[src/rtl/mux_4x1_rr_if.sv]
// Lane-side and consumer-side handshake bundle for the 4:1 round-robin mux.
// master = sources/consumer (testbench side), slave = the mux itself.
interface mux_4x1_rr_if #(
   parameter int unsigned WIDTH = 1
);
   logic [WIDTH-1:0] i0;
   logic [WIDTH-1:0] i1;
   logic [WIDTH-1:0] i2;
   logic [WIDTH-1:0] i3;
   logic             v0;
   logic             v1;
   logic             v2;
   logic             v3;
   logic             r0;
   logic             r1;
   logic             r2;
   logic             r3;
   logic [WIDTH-1:0] y;
   logic             s1;
   logic             s0;
   logic             yv;
   logic             yr;

   modport master (
      output i0, i1, i2, i3,
      output v0, v1, v2, v3,
      output yr,
      input  r0, r1, r2, r3,
      input  y, s1, s0, yv
   );

   modport slave (
      input  i0, i1, i2, i3,
      input  v0, v1, v2, v3,
      input  yr,
      output r0, r1, r2, r3,
      output y, s1, s0, yv
   );
endinterface

[src/rtl/mux_4x1_rr.sv]
// Four-lane round-robin merge into one registered output word tagged with its lane index.
// Define MUX4X1_FIXED_PRIORITY_EN for fixed priority (lane 0 highest, no rotating pointer).
module mux_4x1_rr #(
   parameter int unsigned WIDTH = 1
) (
   input  logic          clk,
   input  logic          rst,
   mux_4x1_rr_if.slave   io_bus
);

   localparam int unsigned LANES = 4;
   localparam int unsigned SEL_W = 2;

   typedef enum logic {
      ST_EMPTY = 1'b0,
      ST_FULL  = 1'b1
   } state_t;

   state_t             r_state;
   state_t             w_state_nxt;
   logic [WIDTH-1:0]   r_y;
   logic [WIDTH-1:0]   w_y_nxt;
   logic [SEL_W-1:0]   r_sel;
   logic [SEL_W-1:0]   w_sel_nxt;

   logic [LANES-1:0]   w_valid;
   logic [LANES-1:0]   w_ready;
   logic               w_any_valid;
   logic               w_load;
   logic [SEL_W-1:0]   w_gnt;
   logic [WIDTH-1:0]   w_gnt_data;

   assign w_valid     = {io_bus.v3, io_bus.v2, io_bus.v1, io_bus.v0};
   assign w_any_valid = |w_valid;
   // A word can enter when the register is empty or is being drained this cycle.
   assign w_load      = ((r_state == ST_EMPTY) || io_bus.yr) && w_any_valid;

`ifdef MUX4X1_FIXED_PRIORITY_EN
   // Lowest-numbered valid lane wins.
   always_comb begin : p_arb
      w_gnt = '0;
      for (int j = int'(LANES) - 1; j >= 0; j--) begin
         if (w_valid[SEL_W'(j)]) begin
            w_gnt = SEL_W'(j);
         end
      end
   end
`else
   logic [SEL_W-1:0]   r_ptr;
   logic [SEL_W-1:0]   w_ptr_nxt;
   logic [SEL_W-1:0]   w_idx;
   logic               w_found;

   // Search ptr, ptr+1, ptr+2, ptr+3 (mod 4); first valid lane wins.
   always_comb begin : p_arb
      w_gnt   = '0;
      w_found = 1'b0;
      w_idx   = '0;
      for (int j = 0; j < int'(LANES); j++) begin
         w_idx = r_ptr + SEL_W'(j);
         if (!w_found && w_valid[w_idx]) begin
            w_found = 1'b1;
            w_gnt   = w_idx;
         end
      end
   end

   assign w_ptr_nxt = w_load ? (w_gnt + SEL_W'(1)) : r_ptr;

   always_ff @(posedge clk or posedge rst) begin : p_ptr
      if (rst) begin
         r_ptr <= '0;
      end else begin
         r_ptr <= w_ptr_nxt;
      end
   end
`endif

   always_comb begin : p_data_mux
      w_gnt_data = io_bus.i0;
      case (w_gnt)
         2'd0:    w_gnt_data = io_bus.i0;
         2'd1:    w_gnt_data = io_bus.i1;
         2'd2:    w_gnt_data = io_bus.i2;
         2'd3:    w_gnt_data = io_bus.i3;
         default: w_gnt_data = io_bus.i0;
      endcase
   end

   // Ready is held low during reset so no source believes it handed off a word.
   assign w_ready   = (w_load && !rst) ? (LANES'(1) << w_gnt) : '0;
   assign io_bus.r0 = w_ready[0];
   assign io_bus.r1 = w_ready[1];
   assign io_bus.r2 = w_ready[2];
   assign io_bus.r3 = w_ready[3];

   always_ff @(posedge clk or posedge rst) begin : p_state
      if (rst) begin
         r_state <= ST_EMPTY;
         r_y     <= '0;
         r_sel   <= '0;
      end else begin
         r_state <= w_state_nxt;
         r_y     <= w_y_nxt;
         r_sel   <= w_sel_nxt;
      end
   end

   always_comb begin : p_next
      w_state_nxt = r_state;
      w_y_nxt     = r_y;
      w_sel_nxt   = r_sel;
      case (r_state)
         ST_EMPTY: begin
            if (w_load) begin
               w_state_nxt = ST_FULL;
               w_y_nxt     = w_gnt_data;
               w_sel_nxt   = w_gnt;
            end
         end
         ST_FULL: begin
            // Drain and refill on the same edge so there is no bubble.
            if (io_bus.yr) begin
               if (w_load) begin
                  w_y_nxt   = w_gnt_data;
                  w_sel_nxt = w_gnt;
               end else begin
                  w_state_nxt = ST_EMPTY;
               end
            end
         end
      endcase
   end

   assign io_bus.yv = (r_state == ST_FULL);
   assign io_bus.y  = r_y;
   assign io_bus.s1 = r_sel[1];
   assign io_bus.s0 = r_sel[0];

endmodule

[src/flat_wrapper.sv]
// flat-port wrapper written by rule: the top's interface ports become plain ports
module mux_4x1_rr_flat 
#(
   parameter int unsigned WIDTH = 1
)
  (clk, rst, io_bus_i0, io_bus_i1, io_bus_i2, io_bus_i3, io_bus_v0, io_bus_v1, io_bus_v2, io_bus_v3, io_bus_yr, io_bus_r0, io_bus_r1, io_bus_r2, io_bus_r3, io_bus_y, io_bus_s1, io_bus_s0, io_bus_yv);
  mux_4x1_rr_if #(.WIDTH(WIDTH)) io_bus_i ();
  input  logic clk;
  input  logic rst;
  input wire logic [$bits(io_bus_i.i0)-1:0] io_bus_i0;
  input wire logic [$bits(io_bus_i.i1)-1:0] io_bus_i1;
  input wire logic [$bits(io_bus_i.i2)-1:0] io_bus_i2;
  input wire logic [$bits(io_bus_i.i3)-1:0] io_bus_i3;
  input wire logic [$bits(io_bus_i.v0)-1:0] io_bus_v0;
  input wire logic [$bits(io_bus_i.v1)-1:0] io_bus_v1;
  input wire logic [$bits(io_bus_i.v2)-1:0] io_bus_v2;
  input wire logic [$bits(io_bus_i.v3)-1:0] io_bus_v3;
  input wire logic [$bits(io_bus_i.yr)-1:0] io_bus_yr;
  output wire logic [$bits(io_bus_i.r0)-1:0] io_bus_r0;
  output wire logic [$bits(io_bus_i.r1)-1:0] io_bus_r1;
  output wire logic [$bits(io_bus_i.r2)-1:0] io_bus_r2;
  output wire logic [$bits(io_bus_i.r3)-1:0] io_bus_r3;
  output wire logic [$bits(io_bus_i.y)-1:0] io_bus_y;
  output wire logic [$bits(io_bus_i.s1)-1:0] io_bus_s1;
  output wire logic [$bits(io_bus_i.s0)-1:0] io_bus_s0;
  output wire logic [$bits(io_bus_i.yv)-1:0] io_bus_yv;
  assign io_bus_i.i0 = io_bus_i0;
  assign io_bus_i.i1 = io_bus_i1;
  assign io_bus_i.i2 = io_bus_i2;
  assign io_bus_i.i3 = io_bus_i3;
  assign io_bus_i.v0 = io_bus_v0;
  assign io_bus_i.v1 = io_bus_v1;
  assign io_bus_i.v2 = io_bus_v2;
  assign io_bus_i.v3 = io_bus_v3;
  assign io_bus_i.yr = io_bus_yr;
  assign io_bus_r0 = io_bus_i.r0;
  assign io_bus_r1 = io_bus_i.r1;
  assign io_bus_r2 = io_bus_i.r2;
  assign io_bus_r3 = io_bus_i.r3;
  assign io_bus_y = io_bus_i.y;
  assign io_bus_s1 = io_bus_i.s1;
  assign io_bus_s0 = io_bus_i.s0;
  assign io_bus_yv = io_bus_i.yv;
  mux_4x1_rr #(.WIDTH(WIDTH)) u_core (.clk(clk), .rst(rst), .io_bus(io_bus_i));
endmodule
[config.mk]
export PLATFORM = sky130hd
export DESIGN_NAME = mux_4x1_rr_flat
export DESIGN_NICKNAME = d
export VERILOG_FILES = /design/src/rtl/mux_4x1_rr_if.sv /design/src/rtl/mux_4x1_rr.sv /design/src/flat_wrapper.sv
export SDC_FILE = /design/constraint.sdc
export NUM_CORES = 1
export LEC_CHECK = 0
export CAP_MARGIN = 20
export CORE_AREA = 5 5 42 44
export CTS_CLUSTER_DIAMETER = 40
export DETAILED_ROUTE_END_ITERATION = 12
export DIE_AREA = 0 0 47 49
export PLACE_DENSITY_LB_ADDON = 0.3
export SLEW_MARGIN = 5
export SYNTH_ARGS = -nofsm -noshare
export SYNTH_HDL_FRONTEND = slang
export SYNTH_SLANG_ARGS = --single-unit
[constraint.sdc]
create_clock -name clk -period 1.9 [get_ports clk]
set_input_delay 0.475 -clock clk [delete_from_list [all_inputs] [get_ports clk]]
set_output_delay 0.475 -clock clk [all_outputs]
set_load 0.005 [all_outputs]
==> metrics.txt <==
worst slew pin tran 304 ps; post-synthesis net count 62; Die Y 49 um; Avg Cell Area, Syn 9.98 um^2; RSZ-0062 raised after global routing yes; die width around 47 um; VDD IR max ~0.00073 V; Site Rows 14; critical path cell sequence nor2b_4 > nor3b_2 > o22ai_2 > inv_2 > buf_6 > ha_4 > and2_4 > buf_6; DR vias/cell slightly below 5; # diodes 0; Largest stage delay, worst path 440 ps; status finished, violations left; grt ovf 0; cell family with most CP delay flip-flops; drt total wl 1.40 mm; DR DRC count 0; WP buf/inv 3; YS warnings 0; synth unique cells 22; Hold Path Depth 3; TritonCTS buffer count 3; Num Clock Sinks 6; core area 1400 um^2; initial antenna violation count 0; Worst setup EP type output pin; post-route setup slack -236 ps; total track usage 0.133; gpl congestion 0.694; Worst R2R Setup Slack 30 ps; Leakage 0.450 nW; Most Frequent Cell on Critical Path buf_6; CTS H-tree lvls 1; Root Driver clkbuf_4; IO Port Bufs 18; global-route wire length before repair 2.22 mm; failing checks setup timing; setup violators final 4; Worst EP required 1420 ps; routed vias 496; Hold-fix buffers, CTS 0; Routed WL per cell 13.6 um; WP data arrival 1660 ps; CP startpoint kind register; WP depth 8; Die ar. around 2300 um^2; Final Core Density 0.695; vias in the first global route 494; clk_lat worst skew 240 ps; clock slew at reported path FFs around 40 ps; period utilization 1.12; Routed Antenna Nets 0; min Tclk post-route 2140 ps; most frequent cells in the layout buf_4, clkdlybuf4s50_1, buf_6; relative slew slack 0.797; Pre-Repair DR Iteration Count 4; clk buf depth 2; mapped cell area 459 um^2; share of layout cells above drive strength 1 0.713; largest net degree at the start of global routing 9; Setup CP Type reg -> out; Starting Density 0.328; IO Count 19; Syn Inst Count 46; MaxCap Viol Count 0; critical path fanouts, max 3; post-synthesis sequential area ratio 0.327; Worst Clk Skew 0.582 ps; commonest non-fill, non-tap cell in the layout buf_4; Hold Crit Class in -> reg; Final Max Tran Viols 0; critical path's slowest cell dfrtp_2; PD cells 1120 nW/um^2; Layout area overhead 112%; CTS tree done; initial detailed-routing violation count 6; Final #Nets 105; Max Freq about 470 MHz; Synth Register Bits 6; Register-to-Register Path Depth 11; Hold Vio Cnt, Final 0; Worst Setup Slack post-DPL -1030 ps
worst reg2reg max path: cells and delay by family (launching register included):
kind | cells | cell delay (ps)
AOI/OAI and AO/OA | 4 | 540
DFF | 1 | 440
buffers and inverters | 4 | 400
and+or+nand+nor | 2 | 210
adders and majority gates | 1 | 190
per-layer routing:
metal	wire (um)	up-vias	track usage
met5	0	-	0
met4	53	0	0.0922
li1	-	242	-
met1	582	238	0.184
met3	31	6	0.0258
met2	732	10	0.179
cells in the mapped netlist:
| cell type | number | area, um^2 |
|---|---|---|
| a21o_2 | 1 | 8.76 |
| a21oi_1 | 1 | 5.00 |
| a221oi_1 | 1 | 8.76 |
| a22oi_1 | 1 | 7.51 |
| a2bb2oi_1 | 1 | 8.76 |
| and2_2 | 4 | 30.0 |
| and2b_1 | 1 | 7.51 |
| and2b_2 | 1 | 8.76 |
| dfrtp_1 | 6 | 150 |
| ha_1 | 5 | 62.6 |
| inv_1 | 4 | 15.0 |
| mux2_4 | 2 | 30.0 |
| nand2_1 | 5 | 18.8 |
| nand2b_1 | 1 | 6.26 |
| nor2_1 | 3 | 11.3 |
| nor2b_1 | 2 | 12.5 |
| nor3_2 | 1 | 10.0 |
| nor3b_1 | 1 | 7.51 |
| nor4_1 | 1 | 6.26 |
| o21ai_0 | 2 | 10.0 |
| o22ai_1 | 1 | 6.26 |
| o41ai_4 | 1 | 27.5 |
registers in the layout, indices dropped and copies added, names as in the netlist:
name and cells:
u_core.r_ptr 2, u_core.r_sel 2, u_core.io_bus.y 1, u_core.io_bus.yv 1
worst paths after layout:
kind / from / endpoint
min in group asynchronous: rst / u_core.io_bus.y$_DFFE_PP0P_
max reg2reg: u_core.r_ptr[0]$_DFFE_PP0P_ / u_core.io_bus.y$_DFFE_PP0P_
max: u_core.r_ptr[0]$_DFFE_PP0P_ / io_bus_r3
min: io_bus_v0 / u_core.io_bus.yv$_DFF_PP0_
max in group asynchronous: rst / u_core.r_ptr[0]$_DFFE_PP0P_
min reg2reg: u_core.io_bus.y$_DFFE_PP0P_ / u_core.io_bus.y$_DFFE_PP0P_
power by group:
part           switching (mW)  internal (mW)
Clock                  0.0434         0.0713
Sequential             0.0495          0.180
Combinational           0.281          0.470
stage by stage:
step	instances	hold WS, ps	power [mW]	cell area, um^2	setup TNS [ps]
2_1_floorplan	46	266	0.426	472	0
3_3_place_gp	89	472	0.645	739	-5180
3_5_place_dp	89	474	0.646	739	-5320
4_1_cts	102	488	1.01	920	-912
5_1_grt	103	478	1.18	973	-1140
6_report	103	478	1.09	973	-833
what timing repair did:
| item | in CTS | in global routing |
|---|---|---|
| pin swaps | 12 | 7 |
| buffers inserted | 10 | 1 |
| setup endpoints to repair | 6 | 5 |
| gates resized for setup | 63 | 11 |
final cells by class:
class	instances	area [um^2]
sequential	6	151
clock buffer	3	22.5
tap	16	20.0
inverter	4	17.5
fill	107	428
multi-input combinational	36	428
timing repair buffer	38	334
cell families after synthesis:
family                     after synthesis  synth area share
AOI/OAI and AO/OA                        9             0.180
muxes                                    2            0.0654
and+or+nand+nor                         20             0.259
adders and majority gates                5             0.136
buffers and inverters                    4            0.0327
DFF                                      6             0.327
(Power assumes the default switching activity.)
